==> src/rtl/sum_accum_stage.sv <==
// rtl/sum_accum_stage.sv - accumulates COUNT sums into a saturated block total with valid/ready handshakes
module sum_accum_stage #(
    parameter int SUM_W = 5,
    parameter int ACC_W = 9,
    parameter int COUNT = 16
) (
    input  logic             clk,
    input  logic             rst,
    input  logic             clear,
    input  logic             in_valid,
    input  logic [SUM_W-1:0] in_sum,
    output logic             in_ready,
    output logic             out_valid,
    input  logic             out_ready,
    output logic [ACC_W-1:0] out_total,
    output logic             out_ovf
);
    localparam int CNT_W = $clog2(COUNT) + 1;

    typedef enum logic {S_ACCUM, S_HOLD} state_t;

    state_t             r_state;
    logic [ACC_W-1:0]   r_acc;
    logic [CNT_W-1:0]   r_cnt;
    logic               r_ovf;
    logic               r_out_valid;
    logic [ACC_W-1:0]   r_out_total;
    logic               r_out_ovf;

    logic               w_xfer;
    logic               w_last;
    logic [ACC_W:0]     w_sum;
    logic               w_sat;
    logic [ACC_W-1:0]   w_acc_next;
    logic               w_ovf_next;

    // One extra bit of headroom exposes the carry that triggers saturation.
    assign w_sum      = {1'b0, r_acc} + {{(ACC_W + 1 - SUM_W){1'b0}}, in_sum};
    assign w_sat      = w_sum[ACC_W];
    assign w_acc_next = w_sat ? {ACC_W{1'b1}} : w_sum[ACC_W-1:0];
    assign w_ovf_next = r_ovf | w_sat;
    assign w_xfer     = in_valid & (r_state == S_ACCUM);
    assign w_last     = (r_cnt == CNT_W'(COUNT - 1));

    assign in_ready  = (r_state == S_ACCUM);
    assign out_valid = r_out_valid;
    assign out_total = r_out_total;
    assign out_ovf   = r_out_ovf;

    always_ff @(posedge clk or posedge rst) begin
        if (rst) begin
            r_state     <= S_ACCUM;
            r_acc       <= '0;
            r_cnt       <= '0;
            r_ovf       <= 1'b0;
            r_out_valid <= 1'b0;
            r_out_total <= '0;
            r_out_ovf   <= 1'b0;
        end else if (clear) begin
            r_state     <= S_ACCUM;
            r_acc       <= '0;
            r_cnt       <= '0;
            r_ovf       <= 1'b0;
            r_out_valid <= 1'b0;
        end else begin
            case (r_state)
                S_ACCUM: begin
                    if (w_xfer) begin
                        if (w_last) begin
                            r_state     <= S_HOLD;
                            r_out_valid <= 1'b1;
                            r_out_total <= w_acc_next;
                            r_out_ovf   <= w_ovf_next;
                            r_acc       <= '0;
                            r_cnt       <= '0;
                            r_ovf       <= 1'b0;
                        end else begin
                            r_acc <= w_acc_next;
                            r_ovf <= w_ovf_next;
                            r_cnt <= r_cnt + 1'b1;
                        end
                    end
                end
                S_HOLD: begin
                    if (out_ready) begin
                        r_state     <= S_ACCUM;
                        r_out_valid <= 1'b0;
                    end
                end
                default: begin
                    r_state     <= S_ACCUM;
                    r_out_valid <= 1'b0;
                end
            endcase
        end
    end
endmodule

==> config.mk <==
export PLATFORM = sky130hd
export DESIGN_NAME = sum_accum_stage
export DESIGN_NICKNAME = d
export VERILOG_FILES = /design/src/rtl/sum_accum_stage.sv
export SDC_FILE = /design/constraint.sdc
export NUM_CORES = 1
export LEC_CHECK = 0
export ABC_CLOCK_PERIOD_IN_PS = 1610
export CORE_ASPECT_RATIO = 1.4
export CORE_MARGIN = 2
export CORE_UTILIZATION = 25
export DETAILED_ROUTE_END_ITERATION = 8
export PLACE_DENSITY = 0.45
export SLEW_MARGIN = 10
export SYNTH_ARGS = -nofsm -noshare
export SYNTH_HDL_FRONTEND = slang
export SYNTH_SLANG_ARGS = --single-unit
==> constraint.sdc <==
create_clock -name clk -period 1.61 [get_ports clk]
set_input_delay 0.322 -clock clk [delete_from_list [all_inputs] [get_ports clk]]
set_output_delay 0.322 -clock clk [all_outputs]
set_load 0.05 [all_outputs]
After elaboration in Yosys (flattened, before gate mapping)
Index checks and enable logic that the tools add are counted.

Bits in writable memories: 0. Input bits: 10. Bits in read-only memories: 0. Word-level logic and storage cells: 45. Output and inout bits: 12. Register bits after elaboration: 27. Bits in latches: 0. Memories kept: 0.

Add/sub/neg operators: 2. Bitwise operators: 4. Multipliers: 0. Shift-type cells: 0. Reduce and logical (&&, ||, !) cells: 4. Eq/ne operators: 5. Order comparisons: 0. Mux-type cells: 23. Divide/modulo/power cells: 0.

Operators by type and width (number): 2-to-1 mux 9 bit (5); 2-to-1 mux 5 bit (4); 2-to-1 mux 1 bit (12); adder 9 x 5 -> 10 bit (1); inequality test 3 x 2 -> 1 bit (second input constant) (2); adder 5 x 1 -> 5 bit (second input constant) (1); equality test 5 x 4 -> 1 bit (second input constant) (1); one-hot mux 1 bit (2 select lines) (2); AND reduction 4 bit (1); inequality test 3 bit (second input constant) (1); AND reduction 3 bit (1); inequality test 2 bit (second input constant) (1); inverter 1 bit (2); AND reduction 2 bit (1); nonzero test 2 bit (1); AND 1 bit (1); OR 1 bit (1).

Depth between registers and ports, before layout
Depth after elaboration: 6. Mapped depth: 8. Depth with buffers taken out: 8.

Least setup slack after synthesis
No wires, ideal clock.

Path kind: register to register. Start: register r_acc[0]. End: register r_out_total[6] (netlist: out_total[6]). Path slack: -0.173 ns. Data required time: 1.476 ns. Clock period less this slack: 1.783 ns. Arrival: 1.650 ns. Setup time: 0.134 ns. Stages on the path, launching flop included: 9. Path through: dfrtp_1 -> ha_1 -> inv_1 -> fa_1 -> and2b_1 -> o211ai_1 -> a21boi_0 -> xnor2_1 -> a31oi_1.

Longest elaborated chain between the ends: 2.

RTL lines: start: declaration (line 23) `logic [ACC_W-1:0] r_acc;`; start signal: assignment (line 78) `r_acc <= w_acc_next;`; adder 9 x 5 -> 10 bit (line 38) `assign w_sum = {1'b0, r_acc} + {{(ACC_W + 1 - SUM_W){1'b0}}, in_sum};`; 2-to-1 mux 9 bit (line 40) `assign w_acc_next = w_sat ? {ACC_W{1'b1}} : w_sum[ACC_W-1:0];`; end signal: assignment (line 72) `r_out_total <= w_acc_next;`; end: declaration (line 27) `logic [ACC_W-1:0] r_out_total;`.

No other way between the ends. A chain may end at the register's enable or synchronous reset.

Final worst setup path
Ends and elaborated chain as after synthesis.

==> summary.txt <==
Global route
  • Global route overflow: 0
  • Met3 usage: 0.0144
  • Antenna violations before repair: 0
  • Met1 Use GR: 0.144
  • Vias in the first global route: 1,301
  • GR Util met2: 0.218
  • GRT Util Overall: 0.121
  • Largest net degree at the start of global routing: 28
  • GRT busiest layer: met2
  • First-pass GRT wire length: approximately 5800 µm

Pwr
  • Seq pwr share: 0.480
  • Sw Ratio: 0.289
  • Internal power: 0.00106 W
  • Sw Pwr: 0.000433 W
  • P_leak: 0.963 nW
  • Peak VDD IR: 0.363 mV
  • Clk pwr share: 0.273
  • Cell area power density: ~680 nW/µm²
  • Gate power share: 0.247

Worst setup path
  • Max incr delay on CP: 0.42 ns
  • Crit-path slowest cell: dfrtp_1
  • CP Data Arrival Time: 2.03 ns
  • Bufs and invs on worst path: 1
  • Required @ worst endpoint: 1.78 ns
  • Worst Setup Path Type: flop to flop
  • Crit path cell chain: ha_4, inv_2, fa_2, and2b_1, o211ai_1, a21boi_1, xnor2_1, a31oi_1
  • CP Capture Type: flop
  • CP startpoint kind: flop
  • Max FO, Critical Path: 2
  • Crit path max-delay family: compound AO/OA/AOI/OAI gates

Layout
  • Antenna cells: 0
  • Share of cells above drive strength 1: 0.412
  • Layout Nets: 222
  • Filler cell count: 562
  • Finished Layout Cells: 272
  • Area growth, synth to finish: 52.4%
  • Final Core Density: 0.396

Logic synthesis
  • Synth Flop Type: dfrtp_1
  • Async set-reset flop share out of synthesis: 1.00
  • Syn Area/Cell: 9.45 µm²
  • Net Count, Synth: ~170
  • Synthesis Warnings: 0
  • Post-Syn Area: about 1400 µm²
  • Post-synth cell types: 38
  • Cells after synthesis: 152
  • Number of synthesized register bits: 27
  • Sequential fraction of the synthesis area: 0.470
  • Post-synth EDFFs: 0

Clocking
  • Clock Latency Late Sink: 0.28 ns
  • Reg clk slew, reported paths: 0.10 ns
  • Clk root buf: clkbuf_8
  • H-tree depth: 1
  • Num CTS Buffers: 3
  • Max Root-Sink Buffers: 2
  • CTS sink count: 27
  • # hold bufs at CTS: 0
  • CTS tree: built

STA
  • WHS: 0.386 ns
  • Slew @ Worst Pin: 0.453 ns
  • Clock Skew: 0.00994 ns
  • Period utilisation layout: 1.16
  • Fin crit period: between 1.5 and 2 ns
  • Setup slack after layout: -0.250 ns
  • Unrepaired setup endpoints after global routing: true
  • Sum Neg Setup Slack: -2.47 ns
  • Fmax: 0.538 GHz
  • Fin. Hold Viols: 0
  • Final setup viols: 20
  • Max transition margin: 0.698
  • Max-slew violation count: 0

Floorplanning
  • Die area: 6380 µm²
  • Die X: 68.1 µm
  • Die Y-Extent: 93.7 µm
  • Initial Utilization: 0.260
  • Core area: 5530 µm²
  • I/O pin count: 22
  • Row Count: 32

Drt
  • Routed via count: about 1,300
  • Initial drt markers: 44
  • Detail Route Antenna Nets: 0
  • Vias per std cell: 4.76
  • Wire per inst: 13.3 µm
  • TritonRoute pass-1 iters: 5
  • Total Wirelength: 3610 µm
  • Residual DRC: 0

Place
  • Gpl congestion: a little under 0.8
  • Placed insts: 260
  • Hpwl dp: ~2600 µm
  • IO buf count: 21

Worst hold path
  • Hold Path Class: primary input to async pin

Run status
  • Run status: finished, violations left
  • Violated checks: negative setup slack

Job
  • Max-cap violations: 0
worst min-delay path, delay by kind of cell:
| family | cells | cell delay (ns) |
|---|---|---|
| buffers and inverters | 3 | 0.77 |
flip-flops by register name, indices dropped and copies added (netlist names):
signal     cells
out_ovf        1
out_total      9
out_valid      1
r_acc          9
r_cnt          5
r_ovf          1
r_state        1
kinds of logic after synthesis:
family / after synthesis / share of synthesized area
AOI/OAI and AO/OA: 48 / 0.206
xor gates and xnor gates: 6 / 0.0366
adders and majority gates: 7 / 0.0662
buffers and inverters: 12 / 0.0401
DFF: 27 / 0.470
muxes: 1 / 0.00697
and+or+nand+nor: 51 / 0.174
final timing paths:
kind                                                from                       end  slack [ns]  depth (start not counted)
worst max-delay path                r_acc[0]$_DFFE_PP0P_  out_total[6]$_DFFE_PP0P_       -0.25                          8
worst min-delay path                                 rst      r_cnt[3]$_DFFE_PP0P_        0.39                          3
worst max register to register      r_acc[0]$_DFFE_PP0P_  out_total[6]$_DFFE_PP0P_       -0.25                          8
worst min register to register  out_total[7]$_DFFE_PP0P_  out_total[7]$_DFFE_PP0P_        0.53                          2
max in group asynchronous                            rst  out_total[4]$_DFFE_PP0P_        0.95                          3
min in group clk                out_total[7]$_DFFE_PP0P_  out_total[7]$_DFFE_PP0P_        0.53                          2
power by group through the flow:
| stage | sequential (W) | clock (W) | combinational, W |
|---|---|---|---|
| after floorplan | 0.000722 | 0 | 0.000151 |
| after global placement | 0.000725 | 0 | 0.000262 |
| after detailed placement | 0.000727 | 0 | 0.000264 |
| after CTS | 0.000716 | 0.000430 | 0.000343 |
| after global routing | 0.000722 | 0.000457 | 0.000409 |
| final | 0.000718 | 0.000409 | 0.000370 |
layout by cell type (no fill, tap or decap), drive strengths merged, types with 4 or more instances in the layout:
cell	instances
xnor2	4
nand2	16
a21oi	19
o211ai	4
nand3	4
inv	8
o21ai	13
ha	6
buf	43
nor2	22
dfrtp	27
clkdlybuf4s50	6
cell type report:
cell class	instances	area, µm²	area share
Inverter	8	30.0	0.0137
Clock buffer	3	41.3	0.0189
Clock inverter	1	7.51	0.00343
Sequential cell	27	676	0.309
Timing Repair Buffer	52	453	0.207
Multi-Input combinational cell	113	896	0.409
Tap cell	68	85.1	0.0389
routing by layer:
| metal | vias up | wire length (µm) |
|---|---|---|
| met4 | 0 | 82 |
| met1 | 627 | 1430 |
| li1 | 631 | - |
| met3 | 7 | 125 |
| met5 | - | 0 |
| met2 | 31 | 1980 |
repair_timing:
item,in CTS,in global routing
resized for setup,36,24
pin swaps,22,25
endpoints found under the setup margin,20,22
buffers inserted,6,2
cell usage after synthesis, types with 2 or more instances:
library cell  number  area [µm²]
nand3_1            4        20.0
o211ai_1           4        30.0
dfrtp_1           27         676
xor2_1             2        17.5
ha_1               6        75.1
a21oi_1           19        95.1
inv_1              8        30.0
nand2_1           16        60.1
nor2_1            21        78.8
xnor2_1            4        35.0
a21o_1             2        15.0
a31oi_1            2        12.5
o21ai_0           12        60.1
through the flow:
step | power, W | area, µm² | setup WS [ns]
2_1_floorplan | 0.000872 | 1440 | -0.0956
4_1_cts | 0.00149 | 2060 | -0.353
6_report | 0.00150 | 2190 | -0.250
3_3_place_gp | 0.000987 | 1860 | -0.663
5_1_grt | 0.00159 | 2190 | -0.366
3_5_place_dp | 0.000991 | 1860 | -0.751
No activity file was read; power rests on OpenSTA's default activity.
